`config.mk`:
```
export PLATFORM = sky130hd
export DESIGN_NAME = cga_pixel_serializer
export DESIGN_NICKNAME = d
export VERILOG_FILES = /design/src/rtl/cga_pixel_serializer.sv
export SDC_FILE = /design/constraint.sdc
export NUM_CORES = 1
export LEC_CHECK = 0
export BUFFER_PORTS_ARGS = -buffer_cell sky130_fd_sc_hd__buf_4
export CORE_MARGIN = 1.5
export CORE_UTILIZATION = 60
export DETAILED_ROUTE_END_ITERATION = 12
export GPL_ROUTABILITY_DRIVEN = 0
export GPL_TIMING_DRIVEN = 0
export PLACE_DENSITY = 0.91
export SYNTH_ARGS = -nofsm -noshare
export SYNTH_HDL_FRONTEND = slang
export SYNTH_SLANG_ARGS = --single-unit
```
`constraint.sdc`:
```
create_clock -name clk -period 3.5 [get_ports clk]
set_clock_uncertainty 0.05 [all_clocks]
set_input_delay 0.175 -clock clk [delete_from_list [all_inputs] [get_ports clk]]
set_output_delay 0.175 -clock clk [all_outputs]
set_load 0.03 [all_outputs]
```
`src/rtl/cga_pixel_serializer.sv`:
```
// Graphics-mode pixel serializer: one-word holding register feeding a shifter
// that emits 1/2/4-bit pixels with programmable repeat and sticky underrun detect.
module cga_pixel_serializer #(
    parameter int unsigned DATA_W = 8,
    parameter int unsigned REP_W  = 2
) (
    input  logic              clk,
    input  logic              reset,
    input  logic              clear,
    input  logic              run,
    input  logic [1:0]        bpp_sel,
    input  logic [REP_W-1:0]  rep,
    input  logic [DATA_W-1:0] byte_data,
    input  logic              byte_valid,
    output logic              byte_ready,
    output logic [3:0]        pix_data,
    output logic              pix_valid,
    output logic              underrun
);

    localparam int unsigned CNT_W = $clog2(DATA_W);

    logic [DATA_W-1:0] hold_q;
    logic              hold_full;
    logic [DATA_W-1:0] shift_q;
    logic              active;
    logic [1:0]        bpp_q;
    logic [REP_W-1:0]  rep_q;
    logic [REP_W-1:0]  rep_cnt;
    logic [CNT_W-1:0]  pix_cnt;

    logic [CNT_W-1:0]  last_idx;
    logic [3:0]        field;
    logic [DATA_W-1:0] shifted;
    logic              rep_done;
    logic              word_done;
    logic              unload;
    logic              accept;

    // Per-mode pixel field, shift result and last pixel index of the loaded word
    always_comb begin
        last_idx = CNT_W'(DATA_W / 4 - 1);
        field    = shift_q[DATA_W-1 -: 4];
        shifted  = {shift_q[DATA_W-5:0], 4'b0};
        case (bpp_q)
            2'd0: begin
                last_idx = CNT_W'(DATA_W - 1);
                field    = {3'b0, shift_q[DATA_W-1]};
                shifted  = {shift_q[DATA_W-2:0], 1'b0};
            end
            2'd1: begin
                last_idx = CNT_W'(DATA_W / 2 - 1);
                field    = {2'b0, shift_q[DATA_W-1 -: 2]};
                shifted  = {shift_q[DATA_W-3:0], 2'b0};
            end
            default: ;
        endcase
    end

    assign rep_done   = (rep_cnt == rep_q);
    assign word_done  = active && rep_done && (pix_cnt == last_idx);
    assign unload     = run && hold_full && (!active || word_done);
    assign byte_ready = !hold_full || unload;
    assign accept     = byte_valid && byte_ready && !clear;

    always_ff @(posedge clk) begin
        if (reset) begin
            hold_q    <= '0;
            hold_full <= 1'b0;
            shift_q   <= '0;
            active    <= 1'b0;
            bpp_q     <= 2'd0;
            rep_q     <= '0;
            rep_cnt   <= '0;
            pix_cnt   <= '0;
            pix_data  <= 4'd0;
            pix_valid <= 1'b0;
            underrun  <= 1'b0;
        end else if (clear) begin
            hold_full <= 1'b0;
            active    <= 1'b0;
            rep_cnt   <= '0;
            pix_cnt   <= '0;
            pix_data  <= 4'd0;
            pix_valid <= 1'b0;
        end else begin
            if (run) begin
                if (unload) begin
                    shift_q <= hold_q;
                    bpp_q   <= (bpp_sel == 2'd3) ? 2'd2 : bpp_sel;
                    rep_q   <= rep;
                    rep_cnt <= '0;
                    pix_cnt <= '0;
                    active  <= 1'b1;
                end else if (word_done) begin
                    // Word finished with nothing queued behind it
                    active   <= 1'b0;
                    underrun <= 1'b1;
                end else if (active) begin
                    if (rep_done) begin
                        shift_q <= shifted;
                        pix_cnt <= pix_cnt + CNT_W'(1);
                        rep_cnt <= '0;
                    end else begin
                        rep_cnt <= rep_cnt + REP_W'(1);
                    end
                end
                pix_valid <= active;
                pix_data  <= active ? field : 4'd0;
            end else begin
                pix_valid <= 1'b0;
                pix_data  <= 4'd0;
            end

            if (accept) begin
                hold_q    <= byte_data;
                hold_full <= 1'b1;
            end else if (unload) begin
                hold_full <= 1'b0;
            end
        end
    end

endmodule

```
# Yosys cells after proc, flatten, opt, wreduce, memory -nomap -nowiden
# Cells that the tools add are included.
[op_classes]
addsub = 2
eq_ne = 5
mux = 20
n_bitwise = 4
n_reduce_logical = 26
[op_table]
columns = ["op", "n"]
rows = [
  ["$mux 8", 4],
  ["$pmux 8 s2", 1],
  ["$mux 3", 4],
  ["$mux 2", 5],
  ["$pmux 4 s2", 1],
  ["$reduce_and 4->1", 2],
  ["$reduce_bool 2->1", 4],
  ["$logic_and 1x1->1", 6],
  ["$pmux 3 s2", 1],
  ["$reduce_and 3->1", 2],
  ["$reduce_and 5->1", 1],
  ["$mux 1", 4],
  ["$not 1->1", 4],
  ["$reduce_and 2->1", 2],
  ["$reduce_or 4->1", 1],
  ["$add 3x1->3 const B", 1],
  ["$eq 3x3->1", 1],
  ["$logic_not 1->1", 3],
  ["$reduce_or 3->1", 1],
  ["$add 2x1->2 const B", 1],
  ["$eq 2x1->1 const B", 1],
  ["$eq 2x2->1", 1],
  ["$eq 2x2->1 const B", 1],
  ["$logic_not 2->1", 1],
  ["3 further kinds", 4],
]
[word_totals]
register_bits = 33
input_bits = 17
out_inout_bits = 7

# Longest topological paths before layout
# Gate-level depths: netlist of the first run.
[logic_depth]
ltp_word = 10
mapped_depth = 7
depth_no_buf = 5

# Worst setup path after synthesis of the first run
# Ideal clock, no wire load.
[synth_path]
path_type = "reg-to-output"
from = "register bpp_q[1]"
to = "output byte_ready"
arrival_time_ns = 1.445
path_slack_ns = 1.830
path_stages_with_launch = 7
path_buffers = 2
path_cell_list = "dfxtp_1 > buf_4 > nand3b_2 > o21ai_2 > a21oi_1 > buf_2 > nand2_1"
[synth_between]
elab_chain_len = 7
word_cells_on_any_way = 8
classes_between = "eq/ne: 2; mux: 1; reduce/logical: 5"
[synth_rtl]
columns = ["item", "line_no", "text"]
rows = [
  ["start, declared", "27", "logic [1:0] bpp_q;"],
  ["start signal, assigned", "90", "bpp_q <= (bpp_sel == 2'd3) ? 2'd2 : bpp_sel;"],
  ["$eq 2x1->1 or $logic_not 2->1 (tied branches)", "45", "case (bpp_q)"],
  ["$pmux 3 s2 *", "45", ""],
  ["$eq 3x3->1 *", "61", "assign word_done = active && rep_done && (pix_cnt == last_idx);"],
  ["$logic_and 1x1->1 *", "61", ""],
  ["$logic_or 1x1->1 *", "62", "assign unload = run && hold_full && (!active || word_done);"],
  ["$logic_and 1x1->1 *", "62", ""],
  ["$logic_or 1x1->1 *", "63", "assign byte_ready = !hold_full || unload;"],
  ["end, declared", "15", "output logic byte_ready,"],
]
# Mark *: on every way between the ends. The rest lies on a longest branch, timed or not.

# Final worst setup path of the first run
# Same ends and word-level chain as after synthesis.

==> impl_metrics.ini, run 1 <==
[critical_path]
crit_arrival_ps = 2000
worstRegToRegCells = 7
cp.required_ps = 3270
end_kind = primary output
critPathKind = flip-flop to primary output
rr_endpoint = shift_q[5]
cp-start-kind = flip-flop
cp_max_fo = 10
timing.rr.start = bpp_q[1]
reg2reg_slack_ps = 1610

[floorplan]
num_rows = 18
fp.dieArea_sq_um = 3090
initial_utilization = 0.652
die_w_um = 55.6
io-pin-count = 24
die_y_um = 55.6
core-area_sq_um = 2540

[global_routing]
grt_usage = 0.264
antenna_found_initial = 0
grt_pass1_vias = 1458
grt_max_degree = 11
grt_pass1_wl_mm = 6.56
overflow = 0

[clock_tree]
ctsResizeCount = 0
tritoncts = yes
ctsHoldBuffers = 0
post_cts_buffers = 0
clk_pin_slew_ps = 100
insertion_delay_ps = 330
htreeDepth = 2
numCtsBuffers = 5
cts.path.max_buffers = 2
cts-root-buf = clkbuf_4
clock_sink_count = 33

[sta]
setup_viol = 0
fin_ws_ps = 1270
fin_crit_sh = 0.637
slew_headroom = 0.700
min_period_ps = 2230
rsz0062_at_grt = no
finalHoldViolations = 0
fmax_mhz = 449
setup-tns-final_ps = 0
report.final.slew_viol_count = 0
timing.hold.ws_ps = 18.0
worstMarginPinSlew_ps = 450

[cells_and_area]
multiInputGateArea_sq_um = 925
final_layout_size_suffix_gt1_frac = 0.179
final_cell_mix = 33 x dfxtp_1, 23 x nand2_1, 22 x buf_4
area_growth_pct = 16.9
seq_area_sq_um = 661
num_antenna_cells = 0
fin_nets = 240
fillers = 171
design_area_sq_um = 1940
final_common_cell = dfxtp_1
stdcell_count = 253

[outcome]
run_status = finished, final reports clean

[detailed_routing]
postRouteAntennaNets = 0
drt-initial-drc-count = 64
drc = 0
wirelength_mm = 3.78
wire_per_inst_um = 14.9
drtPass1Iterations = 4
via_per_inst = 6.09
num_vias = 1541

[min_path]
min_from = byte_data[3]
min_path_type = input pin to flip-flop
whs_path_depth = 3
min_to = hold_q[3]

[synth]
avgSynthCellArea_sq_um = 8.56
syn_area_sq_um = 1660
synth_cells = 194
ys_seq_elements = 33
synth_top_flop_cell = dfxtp_1
synth_cell_types = 40
seq_area_frac_synth = 0.398
yosys_warnings = 0
synth-edff-count = 0
async_reset_ff_frac = 0
synthDominantCellAreaShare = 0.398
syn_nets = 212
synth.area.top_cells = dfxtp_1 40%, mux2i_1 9.0%, nand2_1 5.2%, nor2_1 4.5%, a21oi_1 4.2%
synth_top_cell_by_area = dfxtp_1

[pwr]
leakage_uw = 0.000793
powerDensity_nw_per_um2 = 391
peakVddDrop_mv = 0.379

[placement]
dp.cells = 245
pre_cts_slack_ps = 1650
portBuffers = 21
placed_cell_area_sq_um = 1860
hpwl_mm = 2.75

[run]
drv_cap = 0
flip-flops by register name, indices dropped and copies added (netlist names):
register   cells
active         1
bpp_q          2
hold_full      1
hold_q         8
pix_cnt        3
pix_data       4
pix_valid      1
rep_cnt        2
rep_q          2
shift_q        8
underrun       1
per-stage QoR:
step                       util  power (uW)
after floorplan               -         439
after global placement    0.729         460
after detailed placement  0.729         464
after CTS                 0.763         754
after global routing      0.763         783
final                     0.763         759
metal layers:
layer / wire [um] / vias to the layer above / GRT usage
li1: - / 744 / -
met1: 1620 / 722 / 0.340
met2: 1820 / 67 / 0.447
met3: 296 / 8 / 0.0581
met4: 49 / 0 / 0.0662
met5: 0 / - / 0
final cells by class:
type                       instances  area share
clock buffer                       7      0.0284
tap                               30      0.0193
multi-input combinational        145       0.476
clock inverter                     1      0.0155
inverter                           7      0.0135
sequential                        33       0.340
timing repair buffer              21      0.0812
buffer                             9      0.0251
cell usage after synthesis (3+ instances only):
| master | count |
|---|---|
| o21a_1 | 3 |
| and3_1 | 5 |
| o21ai_1 | 3 |
| nor3_1 | 3 |
| o21ai_0 | 14 |
| xor2_1 | 3 |
| nand3_1 | 8 |
| or3_1 | 3 |
| dfxtp_1 | 33 |
| mux2i_1 | 15 |
| nor2_1 | 20 |
| nand2_1 | 23 |
| xnor2_1 | 3 |
| inv_1 | 7 |
| a31oi_1 | 8 |
| buf_2 | 3 |
| clkbuf_1 | 4 |
| a21oi_1 | 14 |
critical path, stage by stage (launching register included):
cell,delay (ps)
dfxtp_1,340
buf_4,170
nand3b_2,270
o21ai_2,280
a21oi_1,160
buf_2,220
nand2_1,90
buf_4,150
logic make-up after synthesis:
kind of cell,Yosys count,synth area share
xor+xnor,7,0.0415
compound gates,54,0.223
buf+inv,16,0.0452
fa+ha+maj,1,0.00753
mux,15,0.0904
flops,33,0.398
simple gates,68,0.194
power by group:
| part | internal [uW] | leakage [uW] | total [uW] | switching [uW] |
|---|---|---|---|---|
| registers | 384 | 0.000267 | 392 | 7.69 |
| logic | 29.1 | 0.000480 | 65.7 | 36.5 |
| clock network | 171 | 0.0000455 | 301 | 131 |
worst max path at each step:
stage / start / to / slack [ps] / depth (start not counted)
finish: bpp_q[1] / byte_ready / 1270 / 7
CTS: bpp_q[1] / byte_ready / 1300 / 7
global route: bpp_q[1] / byte_ready / 1140 / 7
detailed placement: bpp_q[1] / shift_q[5] / 1650 / 7
global placement: bpp_q[1] / shift_q[5] / 1680 / 7
floorplan: bpp_q[1] / byte_ready / 1830 / 6
No activity file was read; power rests on OpenSTA's default activity.
==> run 2: changes to the inputs <==
--- a/config.mk
+++ b/config.mk
@@ -7,11 +7,11 @@
 export LEC_CHECK = 0
 export BUFFER_PORTS_ARGS = -buffer_cell sky130_fd_sc_hd__buf_4
 export CORE_MARGIN = 1.5
-export CORE_UTILIZATION = 60
+export CORE_UTILIZATION = 50
 export DETAILED_ROUTE_END_ITERATION = 12
 export GPL_ROUTABILITY_DRIVEN = 0
 export GPL_TIMING_DRIVEN = 0
-export PLACE_DENSITY = 0.91
+export PLACE_DENSITY = 0.82
 export SYNTH_ARGS = -nofsm -noshare
 export SYNTH_HDL_FRONTEND = slang
 export SYNTH_SLANG_ARGS = --single-unit
==> constraint.sdc (replaced) <==
create_clock -name clk -period 1.8 [get_ports clk]
set_clock_uncertainty 0.05 [all_clocks]
set_input_delay 0.09 -clock clk [delete_from_list [all_inputs] [get_ports clk]]
set_output_delay 0.09 -clock clk [all_outputs]
set_load 0.03 [all_outputs]
==> impl_metrics.ini, run 2 (synthesis results as in run 1) <==
[cells_and_area]
final_layout_size_suffix_gt1_frac = 0.265
final_common_cell = buf_4
num_antenna_cells = 0
fin_nets = 266
fillers = 223
final_cell_mix = 31 x buf_4, 25 x dfxtp_1, 23 x nand2_1
area_growth_pct = 40.1
design_area_sq_um = 2330
reg_top3 = hold_q x8, shift_q x8, pix_data x4

[global_routing]
grt_pass1_vias = 1544
overflow = 0
grt_pass1_wl_mm = 6.82
antenna_found_initial = 0
grt_max_degree = 11
grt_usage = 0.250

[clock_tree]
insertion_delay_ps = 340
tritoncts = yes
htreeDepth = 2
clk_pin_slew_ps = 100
clock_sink_count = 33
cts-root-buf = clkbuf_4
cts.path.max_buffers = 2
numCtsBuffers = 5

[sta]
worstMarginPinSlew_ps = 474
setup-tns-final_ps = -21.0
setup_viol = 2
min_period_ps = 1810
rsz0062_at_grt = yes
slew_headroom = 0.684
fin_ws_ps = -14.6
fin_crit_sh = 1.01
report.final.slew_viol_count = 0
fmax_mhz = 551
finalHoldViolations = 0

[floorplan]
die_y_um = 60.6
die_w_um = 60.6
core-area_sq_um = 3100
io-pin-count = 24
initial_utilization = 0.535
num_rows = 20
fp.dieArea_sq_um = 3680

[detailed_routing]
drc = 0
wirelength_mm = 4.80
drt-initial-drc-count = 86
drtPass1Iterations = 5
num_vias = 1678
wire_per_inst_um = 16.4
postRouteAntennaNets = 0
via_per_inst = 5.73

[pwr]
powerDensity_nw_per_um2 = 658
leakage_uw = 0.000967
swShare = 0.236
pwr-share-clk = 0.384
p_comb_frac = 0.117
p_sw_uw = 362
peakVddDrop_mv = 0.599
pwr-share-seq = 0.499
intPower_uw = 1170

[placement]
placed_cell_area_sq_um = 1870
hpwl_mm = 2.58
portBuffers = 21

[outcome]
run_status = finished with violations
failed_checks = setup timing

[min_path]
min_path_type = input pin to flip-flop

[run]
drv_cap = 0

[critical_path]
cp_slowest_cell = dfxtp_1
cp.required_ps = 1660
crit_chain = nand2_1, nor2_1, a21oi_4, nand2_1, buf_6
critPathKind = flip-flop to primary output
slowest_delay_ps = 460
cp_max_fo = 6
reg2reg_slack_ps = -10
end_kind = primary output
cp-start-kind = flip-flop
crit_path_frequent_cell = nand2_1
crit_arrival_ps = 1670
[run 2: timing repair]
item	CTS	global route
hold endpoints to repair	13	0
buffers inserted	3	9
cloned	0	1
gates resized for setup	15	14
hold buffers	14	0
setup endpoints to repair	12	20
pin swaps	2	8
[run 2: worst max-delay path, delay by kind of cell (launching register included)]
kind | cells | cell delay (ps)
simple gates | 3 | 640
compound gates | 1 | 100
buf+inv | 1 | 140
flops | 1 | 460
[run 2: final timing paths]
| kind | startpoint | end | depth (start not counted) |
|---|---|---|---|
| hold reg to reg | hold_q[1] | shift_q[1] | 2 |
| setup / recovery | hold_full | byte_ready | 5 |
| hold / removal | reset | rep_q[1] | 2 |
| setup reg to reg | bpp_q[1] | shift_q[0] | 7 |
[run 2: layout make-up]
cell class / count / area [sq um] / area share
clock buffer: 7 / 55.1 / 0.0237
buffer: 8 / 50.0 / 0.0215
timing repair buffer: 48 / 413 / 0.178
clock inverter: 1 / 30.0 / 0.0129
sequential: 33 / 673 / 0.289
multi-input combinational: 145 / 1020 / 0.440
tap: 44 / 55.1 / 0.0237
inverter: 7 / 26.3 / 0.0113
[run 2: power by group through the flow]
| stage | Clock (uW) | Sequential, uW | Combinational (uW) |
|---|---|---|---|
| 2_1_floorplan | 0 | 773 | 79.2 |
| 3_3_place_gp | 0 | 777 | 122 |
| 3_5_place_dp | 0 | 777 | 125 |
| 4_1_cts | 593 | 761 | 156 |
| 5_1_grt | 633 | 765 | 191 |
| 6_report | 588 | 763 | 179 |
[run 2: metrics by stage]
step | setup WS [ps] | hold WS [ps] | std cells | total power, uW | util
2_1_floorplan | 144 | 119 | 194 | 853 | -
3_3_place_gp | -50.6 | 269 | 259 | 898 | 0.604
3_5_place_dp | -75.3 | 278 | 259 | 902 | 0.604
5_1_grt | -52.1 | 129 | 293 | 1590 | 0.750
4_1_cts | -20.5 | 55.8 | 284 | 1510 | 0.704
6_report | -14.6 | 123 | 293 | 1530 | 0.750
[run 2: metal layers]
layer | wire [um] | part of all wire | vias to the layer above | track usage
met4 | 133 | 0.028 | 0 | 0.0932
met2 | 2340 | 0.49 | 110 | 0.424
li1 | - | - | 798 | -
met5 | 0 | 0 | - | 0
met3 | 409 | 0.085 | 20 | 0.0512
met1 | 1920 | 0.40 | 750 | 0.313
==> run 3: changes to the inputs <==
==> constraint.sdc (replaced) <==
create_clock -name clk -period 1.8 [get_ports clk]
set_clock_uncertainty 0.05 [all_clocks]
set_input_delay 0.18 -clock clk [delete_from_list [all_inputs] [get_ports clk]]
set_output_delay 0.18 -clock clk [all_outputs]
set_load 0.03 [all_outputs]
==> impl_metrics.ini, run 3 (synthesis results as in run 1) <==
[global_routing]
grt_max_degree = 11
antenna_found_initial = 0
overflow = 0
grt_pass1_vias = 1486
grt_pass1_wl_mm = 6.62
grt_usage = 0.243

[sta]
timing.hold.ws_ps = 6.62
fin_crit_sh = 0.984
worstMarginPinSlew_ps = 435
fmax_mhz = 564
finalHoldViolations = 0
rsz0062_at_grt = yes
report.final.slew_viol_count = 0
setup-tns-final_ps = 0
min_period_ps = 1770
slew_headroom = 0.710
setup_viol = 0

[clock_tree]
insertion_delay_ps = 350
htreeDepth = 2
ctsHoldBuffers = 0
clk_pin_slew_ps = 110
tritoncts = yes
clock_sink_count = 33
numCtsBuffers = 5
cts-root-buf = clkbuf_4
cts.path.max_buffers = 2

[critical_path]
slowest_delay_ps = 410
timing.rr.start = bpp_q[1]
crit_chain = buf_6, nand3b_4, buf_6, o211ai_4, a2111oi_4, buf_4, o21ai_0, a31oi_1
crit_path_frequent_cell = buf_6
cp_slowest_cell = a2111oi_4
critPathLaunch = bpp_q[1]
crit_buf_inv = 3
cp_max_fo = 3
cp-start-kind = flip-flop
reg2reg_slack_ps = 30
crit_cells = 8
critical-path-top-delay-family = compound AO/OA/AOI/OAI gates
crit_arrival_ps = 2000
worstRegToRegCells = 8
critPathKind = flip-flop to flip-flop
cp.required_ps = 2030
crit_end = shift_q[1]
end_kind = flip-flop
rr_endpoint = shift_q[1]

[cells_and_area]
fin_nets = 253
final_layout_size_suffix_gt1_frac = 0.292
area_growth_pct = 32.0
num_antenna_cells = 0
final_common_cell = buf_4
reg_top3 = hold_q x8, shift_q x8, pix_data x4
final_cell_mix = 31 x buf_4, 23 x dfxtp_1, 22 x nand2_1

[floorplan]
die_y_um = 60.6
initial_utilization = 0.535
io-pin-count = 24
num_rows = 20
die_w_um = 60.6
fp.dieArea_sq_um = 3680
core-area_sq_um = 3100

[detailed_routing]
drc = 0
wl_met1_mm = 1.85
wl_met3_um = 274
drtPass1Iterations = 4
wl_met2_mm = 2.03
top_layer = met4
wire_per_inst_um = 15.1
postRouteAntennaNets = 0
wirelength_mm = 4.22
via_per_inst = 5.66
num_vias = 1584
drt-initial-drc-count = 37

[outcome]
run_status = finished, final reports clean

[pwr]
total_power_uw = 1500
leakage_uw = 0.000916
powerDensity_nw_per_um2 = 683
peakVddDrop_mv = 0.536

[placement]
hpwl_mm = 2.58
portBuffers = 21

[min_path]
min_path_type = input pin to flip-flop
whs_path_depth = 3

[run]
drv_cap = 0
-- run 3: power breakdown --
| group | switching (uW) | internal, uW | leakage, uW |
|---|---|---|---|
| clock | 257 | 331 | 0.0000455 |
| sequential | 15.2 | 744 | 0.000273 |
| combinational | 78.8 | 70.6 | 0.000598 |
| total | 351 | 1150 | 0.000916 |
-- run 3: layout make-up --
type / instances / area [sq um]
multi-input cells: 145 / 1010
fillers: 249 / 911
flip-flops and latches: 33 / 678
repair buffers: 35 / 287
clock buffers: 7 / 55.1
well taps: 44 / 55.1
plain buffers: 8 / 53.8
clock inverters: 1 / 30.0
inverters: 7 / 26.3
-- run 3: worst min-delay path by stage --
stage / from / endpoint / slack (ps)
global route: byte_data[1] / hold_q[1] / 20
finish: byte_data[3] / hold_q[3] / 7
detailed placement: byte_data[2] / hold_q[2] / 370
floorplan: clear / hold_full / 210
CTS: byte_data[6] / hold_q[6] / 6
global placement: byte_data[0] / hold_q[0] / 360
-- run 3: per-layer routing --
layer,global-route usage,vias up
met4,0.0932,0
li1,-,771
met5,0,-
met1,0.311,725
met3,0.0597,8
met2,0.396,80
-- run 3: metrics by stage --
step	utilization	setup WS [ps]	area [sq um]	cells
finish	0.706	28.1	2190	280
global route	0.706	-35.4	2190	280
CTS	0.684	7.60	2120	276
detailed placement	0.604	-75.3	1870	259
global placement	0.604	-50.6	1870	259
floorplan	-	125	1660	194
-- run 3: worst reg2reg max path: stages (launching register included) --
cell and delay [ps]:
dfxtp_2 350, buf_6 100, nand3b_4 160, buf_6 110, o211ai_4 80, a2111oi_4 410, buf_4 200, o21ai_0 90
a31oi_1 150
-- run 3: repair_timing --
action / CTS / global route
pin swaps: 4 / 4
buffers inserted: 9 / 5
endpoints found under the setup margin: 12 / 20
endpoints found under the hold margin: 0 / 0
gates resized for setup: 20 / 14
